`src/rtl/multicycle_pkg.sv`:
```
// Shared encodings for the multicycle sequencer: states, opcodes, mux selects.
// Latency: none (types and constants only).
// Backpressure: not applicable.
package multicycle_pkg;

    typedef enum logic [3:0] {
        IDLE      = 4'd0,
        FETCH     = 4'd1,
        DECODE    = 4'd2,
        EXEC_R    = 4'd3,
        R_WB      = 4'd4,
        EXEC_I    = 4'd5,
        I_WB      = 4'd6,
        MEM_ADDR  = 4'd7,
        MEM_READ  = 4'd8,
        MEM_WB    = 4'd9,
        MEM_WRITE = 4'd10,
        BRANCH    = 4'd11,
        JUMP      = 4'd12,
        HALT      = 4'd13,
        ERROR     = 4'd14
    } state_t;

    localparam logic [3:0] OP_RTYPE = 4'b0000;
    localparam logic [3:0] OP_ADDI  = 4'b0001;
    localparam logic [3:0] OP_LW    = 4'b0010;
    localparam logic [3:0] OP_SW    = 4'b0011;
    localparam logic [3:0] OP_BEQ   = 4'b0100;
    localparam logic [3:0] OP_J     = 4'b0101;
    localparam logic [3:0] OP_HALT  = 4'b1111;

    localparam logic [1:0] ALUOP_ADD   = 2'b00;
    localparam logic [1:0] ALUOP_SUB   = 2'b01;
    localparam logic [1:0] ALUOP_FUNCT = 2'b10;

    localparam logic [1:0] SRCB_REGB  = 2'b00;
    localparam logic [1:0] SRCB_ONE   = 2'b01;
    localparam logic [1:0] SRCB_IMM   = 2'b10;
    localparam logic [1:0] SRCB_BROFF = 2'b11;

    localparam logic [1:0] PCSRC_ALU    = 2'b00;
    localparam logic [1:0] PCSRC_ALUOUT = 2'b01;
    localparam logic [1:0] PCSRC_JUMP   = 2'b10;

    // States that sit waiting on the memory handshake.
    function automatic logic is_wait_state(input state_t s);
        return (s == FETCH) || (s == MEM_READ) || (s == MEM_WRITE);
    endfunction

    function automatic logic is_legal_op(input logic [3:0] op);
        return (op == OP_RTYPE) || (op == OP_ADDI) || (op == OP_LW) || (op == OP_SW) ||
               (op == OP_BEQ)   || (op == OP_J)    || (op == OP_HALT);
    endfunction

endpackage

```
`src/rtl/multicycle_control_mem_wait_timer.sv`:
```
// Counts consecutive not-ready cycles in a memory wait state; flags the last tolerated one.
// Latency: expired is combinational from the count register.
// Backpressure: none; saturates instead of wrapping when the limit is disabled.
module mem_wait_timer #(
    parameter int MEM_TIMEOUT = 16
) (
    input  logic clock,
    input  logic reset,
    input  logic clear,
    input  logic advance,
    output logic expired
);
    localparam int CW = $clog2(MEM_TIMEOUT) + 1;
    localparam logic [CW-1:0] LIMIT = CW'((MEM_TIMEOUT > 0) ? MEM_TIMEOUT - 1 : 0);

    logic [CW-1:0] count;

    always_ff @(posedge clock or posedge reset) begin
        if (reset) begin
            count <= '0;
        end else if (clear) begin
            count <= '0;
        end else if (advance && (count != '1)) begin
            count <= count + 1'b1;
        end
    end

    assign expired = (MEM_TIMEOUT != 0) && (count == LIMIT);

endmodule

```
`src/rtl/multicycle_control.sv`:
```
// Moore sequencer for the 16-bit multicycle datapath, with a memory-wait timeout trap.
// Latency: R/addi 4, lw 5, sw 4, beq 3, j 3 cycles with zero-wait memory.
// Backpressure: FETCH/MEM_READ/MEM_WRITE hold until mem_ready, trapping to ERROR on timeout.
module multicycle_control
    import multicycle_pkg::*;
#(
    parameter int OPW         = 4,
    parameter int MEM_TIMEOUT = 16
) (
    input  logic           clock,
    input  logic           reset,
    input  logic [OPW-1:0] opcode,
    input  logic           mem_ready,
    output logic           PCWrite,
    output logic           branchCond,
    output logic [1:0]     PCSource,
    output logic           IorD,
    output logic           MemRead,
    output logic           MemWrite,
    output logic           IRWrite,
    output logic           RegWrite,
    output logic           RegDst,
    output logic           MemToReg,
    output logic           ALUSrcA,
    output logic [1:0]     ALUSrcB,
    output logic [1:0]     ALUOp,
    output logic           illegal_op,
    output logic           halted,
    output logic           bus_error,
    output logic [3:0]     state
);
    state_t state_q;
    state_t state_nxt;
    logic   timer_clear;
    logic   timer_advance;
    logic   timer_expired;

    assign timer_clear   = (state_nxt != state_q);
    assign timer_advance = is_wait_state(state_q) && !mem_ready;

    mem_wait_timer #(
        .MEM_TIMEOUT (MEM_TIMEOUT)
    ) u_timer (
        .clock   (clock),
        .reset   (reset),
        .clear   (timer_clear),
        .advance (timer_advance),
        .expired (timer_expired)
    );

    always_comb begin
        state_nxt = state_q;
        case (state_q)
            IDLE:      state_nxt = FETCH;
            FETCH:     if (mem_ready) state_nxt = DECODE;
                       else if (timer_expired) state_nxt = ERROR;
            DECODE: begin
                case (opcode)
                    OP_RTYPE: state_nxt = EXEC_R;
                    OP_ADDI:  state_nxt = EXEC_I;
                    OP_LW,
                    OP_SW:    state_nxt = MEM_ADDR;
                    OP_BEQ:   state_nxt = BRANCH;
                    OP_J:     state_nxt = JUMP;
                    OP_HALT:  state_nxt = HALT;
                    default:  state_nxt = FETCH;
                endcase
            end
            EXEC_R:    state_nxt = R_WB;
            R_WB:      state_nxt = FETCH;
            EXEC_I:    state_nxt = I_WB;
            I_WB:      state_nxt = FETCH;
            MEM_ADDR:  state_nxt = (opcode == OP_LW) ? MEM_READ : MEM_WRITE;
            MEM_READ:  if (mem_ready) state_nxt = MEM_WB;
                       else if (timer_expired) state_nxt = ERROR;
            MEM_WB:    state_nxt = FETCH;
            MEM_WRITE: if (mem_ready) state_nxt = FETCH;
                       else if (timer_expired) state_nxt = ERROR;
            BRANCH:    state_nxt = FETCH;
            JUMP:      state_nxt = FETCH;
            HALT:      state_nxt = HALT;
            ERROR:     state_nxt = ERROR;
            default:   state_nxt = IDLE;
        endcase
    end

    always_ff @(posedge clock or posedge reset) begin
        if (reset) begin
            state_q <= IDLE;
        end else begin
            state_q <= state_nxt;
        end
    end

    assign state = state_q;

    // Decode from the state register; only FETCH's IR/PC loads look at mem_ready.
    always_comb begin
        PCWrite    = 1'b0;
        branchCond = 1'b0;
        PCSource   = PCSRC_ALU;
        IorD       = 1'b0;
        MemRead    = 1'b0;
        MemWrite   = 1'b0;
        IRWrite    = 1'b0;
        RegWrite   = 1'b0;
        RegDst     = 1'b0;
        MemToReg   = 1'b0;
        ALUSrcA    = 1'b0;
        ALUSrcB    = SRCB_REGB;
        ALUOp      = ALUOP_ADD;
        illegal_op = 1'b0;
        halted     = 1'b0;
        bus_error  = 1'b0;
        case (state_q)
            FETCH: begin
                MemRead = 1'b1;
                ALUSrcB = SRCB_ONE;
                IRWrite = mem_ready;
                PCWrite = mem_ready;
            end
            DECODE: begin
                ALUSrcB    = SRCB_BROFF;
                illegal_op = !is_legal_op(opcode);
            end
            EXEC_R: begin
                ALUSrcA = 1'b1;
                ALUOp   = ALUOP_FUNCT;
            end
            R_WB: begin
                RegWrite = 1'b1;
                RegDst   = 1'b1;
            end
            EXEC_I, MEM_ADDR: begin
                ALUSrcA = 1'b1;
                ALUSrcB = SRCB_IMM;
            end
            I_WB:      RegWrite = 1'b1;
            MEM_READ: begin
                MemRead = 1'b1;
                IorD    = 1'b1;
            end
            MEM_WB: begin
                RegWrite = 1'b1;
                MemToReg = 1'b1;
            end
            MEM_WRITE: begin
                MemWrite = 1'b1;
                IorD     = 1'b1;
            end
            BRANCH: begin
                ALUSrcA    = 1'b1;
                ALUOp      = ALUOP_SUB;
                branchCond = 1'b1;
                PCSource   = PCSRC_ALUOUT;
            end
            JUMP: begin
                PCWrite  = 1'b1;
                PCSource = PCSRC_JUMP;
            end
            HALT:      halted    = 1'b1;
            ERROR:     bus_error = 1'b1;
            default: ;
        endcase
    end

endmodule

```
`config.mk`:
```
export PLATFORM = sky130hd
export DESIGN_NAME = multicycle_control
export DESIGN_NICKNAME = d
export VERILOG_FILES = /design/src/rtl/multicycle_pkg.sv /design/src/rtl/multicycle_control_mem_wait_timer.sv /design/src/rtl/multicycle_control.sv
export SDC_FILE = /design/constraint.sdc
export NUM_CORES = 1
export LEC_CHECK = 0
export ABC_AREA = 0
export CORE_UTILIZATION = 42
export CTS_CLUSTER_SIZE = 30
export DETAILED_ROUTE_END_ITERATION = 12
export PLACE_DENSITY_LB_ADDON = 0.1
export RECOVER_POWER = 25
export SLEW_MARGIN = 20
export SYNTH_ARGS = -nofsm -noshare
export SYNTH_HDL_FRONTEND = slang
export SYNTH_HIERARCHICAL = 1
export SYNTH_SLANG_ARGS = --single-unit
```
`constraint.sdc`:
```
create_clock -name clock -period 2.3 [get_ports clock]
set_clock_uncertainty 0.2 [all_clocks]
set_input_delay 0.46 -clock clock [delete_from_list [all_inputs] [get_ports clock]]
set_output_delay 0.46 -clock clock [all_outputs]
set_load 0.01 [all_outputs]
```
==> results by group, run 1 <==
Synth
  – Synth cell types: 46
  – Fraction of registers with async set/reset: 100%
  – Yosys reg bits: 9
  – Post-synth net total: 151
  – Share of the yosys chip area belonging to registers: 22.9%
  – Synth area leaders: dfrtp_1 23%, nor2_1 9.9%, nand2_1 4.2%
  – Top_reg_cell synth: dfrtp_1
  – EDFF count, synth: 0
  – Synth Area per Inst: 6.97 sq um
  – Synth top area share: 22.9%
  – Syn Inst Count: 141
  – Synth area leader: dfrtp_1
  – Post-Syn Area: 983 sq um
  – Ys Warns: 6

STA
  – Period utilization: 102%
  – Achievable frequency: 0.428 GHz
  – Min Clock Period, post-route: 2340 ps
  – Worst slew pin tran: 368 ps
  – Max-slew violation count: 0
  – Setup-failing EPs final: 2
  – RSZ-0062 raised after global routing: true
  – Final worst slack: -37.7 ps
  – Final Hold Fails: 0
  – Slew HR: 75.1%

Placement
  – Dpl cell area: 1490 sq um
  – Hpwl dp: 2330 um
  – # placed instances: 216
  – Placer Congestion: 0.850
  – Number of port buffers: 29

Finish
  – Commonest cells after routing, fill and taps aside: 32 x buf_4, 23 x nor2_1, 18 x dlygate4sd2_1, 10 x nand2_1, 9 x dfrtp_1
  – Fin nets: 210
  – Syn-to-layout area delta: 66.9%
  – Share of cells above drive strength 1: 33.7%
  – Non-Filler Instances: 227
  – Fin area: 1640 sq um
  – Most common cell after layout, fill and taps aside: buf_4
  – Antenna diodes: 0

Run status
  – Status: complete, but fails checks
  – Violated checks: negative setup slack

Setup path
  – Worst Path Class, Setup: in2reg
  – Slowest CP cell: or4_4
  – R2R cell count: 10
  – Cell-by-cell trace of the critical path: clkdlybuf4s15_1, inv_1, a21oi_1, or4_4, a32o_2, o211ai_2, and2b_1, mux2_4
  – Max stage delay on crit path: 530 ps
  – Crit Path Max Fanout: 7
  – Crit end category: flop
  – Critical Path RT: 2250 ps
  – CP Launch Type: input pin
  – Critical path arrival: 2290 ps

Detailed routing
  – DR vias/cell: 5.49
  – Total number of vias: 1,247
  – Final routed DRC violation total: 0
  – DR WL/cell: 13.8 um
  – Initial DRC Count: 25
  – TritonRoute pass-1 iters: 4
  – Routed Antenna Nets: 0
  – Routed WL: 3130 um

Die
  – Std-Cell Rows: 17
  – Area of the core: 2210 sq um
  – Die height: 50.4 um
  – Die Area: 2540 sq um
  – Die W: 50.4 um
  – Initial core utilization: 44.5%
  – I/O pins: 30

Clocking
  – CTS tree: built
  – Clock root buffer master: clkbuf_4
  – H-tree levels: 1
  – Clock slew at reported path FFs: 60 ps
  – CTS Hold Buffers Added: 0
  – CTS Sinks: 9
  – Clk_lat worst skew: 260 ps
  – Worst-case clock buffer depth: 2
  – Num CTS Buffers: 3

Run
  – Max-cap violation count: 0

GRT
  – Global Route Usage Sum: 26.4%
  – Vias in the first global route: 1,179
  – GRT overflow: 0
  – Largest net degree at the start of global routing: 21
  – First-pass GRT wire length: 5130 um
  – Initial antenna violation count: 0

Power
  – Cell leakage power: 0.806 nW
  – Pwr dens: 1120 nW/um^2
  – Max rail drop VDD: 813 uV

Hold path
  – Hold Path Class: in2async
logic make-up (layout without fill, tap and decap cells):
logic type                 after synthesis  count (layout)  share of synthesized area, %
muxes                                    3               3                          3.18
xor gates and xnor gates                 2               2                          1.78
adders and majority gates                3               3                          3.82
AOI/OAI and AO/OA                       35              35                          23.2
buffers and inverters                   18              76                          7.89
DFF                                      9               9                          22.9
and+or+nand+nor                         71              71                          37.3
layout make-up:
type | instances | area (sq um)
timing repair buffer | 66 | 551
fill | 201 | 571
clock buffer | 3 | 22.5
tap | 28 | 35.0
clock inverter | 1 | 5.00
inverter | 6 | 22.5
sequential | 9 | 225
multi-input combinational | 114 | 781
power breakdown:
group / switching [W] / internal (W) / total [W]
combinational: 0.000783 / 0.000709 / 0.00149
sequential: 0.0000323 / 0.000198 / 0.000231
clock: 0.0000588 / 0.0000643 / 0.000123
total: 0.000874 / 0.000972 / 0.00185
flip-flops by register name, indices dropped and copies added, names as in the netlist:
name	count
state	4
u_timer/count	5
worst max-delay path: cells and delay by family:
| kind | cells | cell delay, ps |
|---|---|---|
| buf+inv | 2 | 400 |
| simple gates | 2 | 740 |
| compound gates | 3 | 440 |
| mux | 1 | 250 |
path summary, 6_finish.rpt:
kind | start | to | slack [ps]
max | opcode[3] | u_timer/count[3] | -40
min | reset | state[2] | 340
max reg2reg | u_timer/count[1] | u_timer/count[3] | -30
min reg2reg | u_timer/count[4] | u_timer/count[4] | 420
max in group asynchronous | reset | u_timer/count[4] | 1350
min in group clock | u_timer/count[4] | u_timer/count[4] | 420
Yosys cell counts, types with 2 or more instances:
cell,n
a32oi_1,2
nor3_1,5
clkbuf_1,7
and2_1,2
nand2_1,11
o21ai_0,7
nand3b_1,2
ha_1,3
nand2b_1,5
nor2b_1,5
buf_2,2
mux2i_1,2
nor2_1,26
buf_4,2
nand3_1,2
inv_1,6
dfrtp_1,9
and2b_1,2
o22ai_1,2
o21ai_1,4
a21oi_1,7
nor4_1,3
a21boi_0,2
routing by layer:
metal / share of wire [%] / routed length [um] / vias to the layer above / global-route usage (%)
met1: 39 / 1230 / 571 / 29.7
met4: 1.2 / 38 / 0 / 7.41
li1: - / - / 612 / -
met2: 53 / 1670 / 56 / 51.6
met5: 0 / 0 / - / 0
met3: 6.0 / 189 / 8 / 2.42
metrics by stage:
| step | util [%] | power, W | setup WS, ps | TNS, ps | hold WS, ps |
|---|---|---|---|---|---|
| final | 74.2 | 0.00185 | -37.7 | -39.0 | 337 |
| after global routing | 74.2 | 0.00200 | -131 | -249 | 339 |
| after CTS | 71.3 | 0.00174 | -48.0 | -99.2 | 190 |
| after detailed placement | 67.4 | 0.00162 | -533 | -2740 | 404 |
| after global placement | 67.4 | 0.00159 | -478 | -2420 | 378 |
| after floorplan | - | 0.000985 | -97.7 | -97.7 | 26.1 |
repair_timing:
action | in CTS | in global routing
setup buffers | 4 | 2
endpoints found under the setup margin | 24 | 9
gates resized for setup | 39 | 20
gates cloned | 0 | 1
pin swaps | 7 | 2
Note: power is estimated with default switching activity, not from simulation.
==> run 2: changes to the inputs <==
--- a/config.mk
+++ b/config.mk
@@ -6,7 +6,7 @@
 export NUM_CORES = 1
 export LEC_CHECK = 0
 export ABC_AREA = 0
-export CORE_UTILIZATION = 42
+export CORE_UTILIZATION = 46
 export CTS_CLUSTER_SIZE = 30
 export DETAILED_ROUTE_END_ITERATION = 12
 export PLACE_DENSITY_LB_ADDON = 0.1
==> constraint.sdc (replaced) <==
create_clock -name clock -period 2.2 [get_ports clock]
set_clock_uncertainty 0.2 [all_clocks]
set_input_delay 0.44 -clock clock [delete_from_list [all_inputs] [get_ports clock]]
set_output_delay 0.44 -clock clock [all_outputs]
set_load 0.01 [all_outputs]
==> results by group, run 2 (synthesized netlist as in run 1, its figures left out) <==
Power
  – Cell leakage power: 0.819 nW (+1.6%)
  – Comb pwr share: 82.2% (+1.4 points)
  – Max rail drop VDD: 1060 uV (+30%)
  – Switching share of power: 48.0% (+0.66 points)
  – P_int: 0.00108 W (+11%)
  – Sw power: 0.000998 W (+14%)
  – Pwr dens: 1230 nW/um^2 (+9.1%)
  – Flop pwr share: 11.6% (-0.9 points)
  – Clock share of power: 6.1% (-0.6 points)

STA
  – Worst slew pin tran: 352 ps (-16.2 ps)
  – Achievable frequency: 0.408 GHz
  – Max-slew violation count: 0 (unchanged)
  – Setup-failing EPs final: 5 (+3)
  – Slew HR: 76.2% (+1.1 points)
  – Final Hold Fails: 0 (unchanged)
  – Min Clock Period, post-route: 2450 ps
  – Final worst slack: -253 ps (-215 ps)
  – Period utilization: 111%
  – Fin Hold WS: 333 ps (-4.17 ps)
  – RSZ-0062 raised after global routing: true

Clocking
  – CTS Sinks: 9 (unchanged)
  – H-tree levels: 1 (unchanged)
  – Clock root buffer master: clkbuf_4
  – Worst-case clock buffer depth: 2 (unchanged)
  – CTS Hold Buffers Added: 0 (unchanged)
  – Num CTS Buffers: 3 (unchanged)
  – Clk_lat worst skew: 260 ps (about the same)
  – Clock slew at reported path FFs: 60 ps (about the same)
  – CTS tree: built

Setup path
  – Reg2reg start: u_timer/count[1]
  – Worst Path Class, Setup: reg2reg
  – Crit end category: flop
  – Reg-to-reg endpoint: u_timer/count[4]
  – Crit Path Max Fanout: 4 (-3)
  – R2R Setup Slk: -250 ps (-220 ps)
  – R2R cell count: 11 (+1)
  – Crit path launch: u_timer/count[1]
  – Critical Path RT: 2180 ps (-70 ps)
  – Critical path arrival: 2430 ps (+140 ps)
  – CP Launch Type: flop

GRT
  – Vias in the first global route: 1,173 (-0.51%)
  – First-pass GRT wire length: 5150 um (+0.41%)
  – GRT overflow: 0 (unchanged)
  – Global route hottest layer: met2
  – Met3 usage: 10.0% (+7.6 points)
  – Met2 Use GR: 55.7% (+4.2 points)
  – Global Route Usage Sum: 32.6% (+6.3 points)
  – Largest net degree at the start of global routing: 16 (-24%)
  – Initial antenna violation count: 0 (unchanged)
  – Routing usage on met1: 38.6% (+9.0 points)

Detailed routing
  – Initial DRC Count: 42 (+68%)
  – DR vias/cell: 5.63 (+2.5%)
  – Routed Antenna Nets: 0 (unchanged)
  – Final routed DRC violation total: 0 (unchanged)
  – Total number of vias: 1,335 (+7.1%)
  – Routed WL: 3900 um (+24%)
  – DR WL/cell: 16.4 um (+19%)
  – TritonRoute pass-1 iters: 4 (unchanged)

Hold path
  – Hold Path Class: in2async

Die
  – Std-Cell Rows: 16 (-1)
  – Die height: 48.2 um (-4.3%)
  – Die Area: 2330 sq um (-8.4%)
  – Area of the core: 1980 sq um (-10%)
  – Die W: 48.2 um (-4.3%)
  – I/O pins: 30 (unchanged)
  – Initial core utilization: 49.6% (+5.2 points)

Finish
  – Share of cells above drive strength 1: 39.0% (+5.4 points)
  – Fill cells: 123 (-39%)
  – Commonest cells after routing, fill and taps aside: 42 x buf_4, 24 x nor2_1, 13 x dlygate4sd2_1, 11 x nand2_1, 9 x dfrtp_1
  – Most flop-heavy register: u_timer/count
  – Number of flip-flops in the largest register: 5 (unchanged)
  – Most common cell after layout, fill and taps aside: buf_4
  – Syn-to-layout area delta: 72.3%
  – Antenna diodes: 0 (unchanged)
  – Fin nets: 221 (+5.2%)

Placement
  – Placer Congestion: 0.906 (+6.6%)
  – Post-Place Worst Slack: -558 ps (-25.4 ps)
  – Number of port buffers: 29 (unchanged)
  – Hpwl dp: 2460 um (+5.5%)

Run status
  – Violated checks: negative setup slack
  – Status: complete, but fails checks

Run
  – Max-cap violation count: 0 (unchanged)
run 2: cell types whose count changed in the layout (fill, tap and decap cells not counted), sizes merged:
cell	change
clkbuf	+7
clkinv	-1
buf	+11
dlygate4sd2	-5
dlymetal6s2s	-1
run 2: cell type report:
class | instances | area, sq um | share of cell area [%]
well taps | 27 | 33.8 | 1.99
flip-flops and latches | 9 | 225 | 13.3
inverters | 6 | 22.5 | 1.33
multi-input cells | 114 | 776 | 45.8
repair buffers | 77 | 611 | 36.0
clock buffers | 4 | 26.3 | 1.55
run 2: per-stage QoR:
stage / std cells / utilization (%) / TNS [ps] / instance area, sq um / power [W]
after floorplan: 141 / - / -253 / 996 / 0.00103
after global placement: 224 / 78.6 / -3010 / 1560 / 0.00176
after detailed placement: 224 / 78.6 / -3380 / 1560 / 0.00179
after CTS: 233 / 84.0 / -570 / 1670 / 0.00193
after global routing: 237 / 85.5 / -1330 / 1690 / 0.00222
final: 237 / 85.5 / -1060 / 1690 / 0.00208
run 2: timing repair:
item,4_1_cts,5_1_grt
resized for setup,47,25
gates cloned,0,1
buffers inserted,5,3
setup endpoints to repair,24,17
pin swaps,12,2
run 2: worst max-delay path by stage:
stage	end	slack (ps)	depth (start not counted)
after floorplan	u_timer/count[3]	-200	7
after global placement	u_timer/count[3]	-510	8
after detailed placement	u_timer/count[3]	-560	8
after CTS	u_timer/count[4]	-160	11
after global routing	u_timer/count[4]	-310	11
final	u_timer/count[4]	-250	11
run 2: routing by layer:
metal | routed length [um] | vias up | part of all wire [%]
met2 | 1990 | 65 | 51
li1 | - | 631 | -
met1 | 1600 | 631 | 41
met3 | 258 | 8 | 6.6
met5 | 0 | - | 0
met4 | 50 | 0 | 1.3
run 2: worst max-delay path: stages, from the launching register on:
cell and delay, ps:
dfrtp_1 390, ha_2 190, and3_4 160, ha_4 170, buf_6 110, nor3_1 260, o21ai_0 200, a21oi_2 190
o211ai_2 100, buf_4 150, buf_6 120, a211oi_2 120
run 2: power by group through the flow:
| stage | Combinational, W | Sequential (W) | Clock [W] |
|---|---|---|---|
| floorplan | 0.000766 | 0.000265 | 0 |
| global placement | 0.00153 | 0.000233 | 0 |
| detailed placement | 0.00156 | 0.000236 | 0 |
| CTS | 0.00156 | 0.000237 | 0.000131 |
| global route | 0.00183 | 0.000247 | 0.000143 |
| finish | 0.00171 | 0.000242 | 0.000127 |
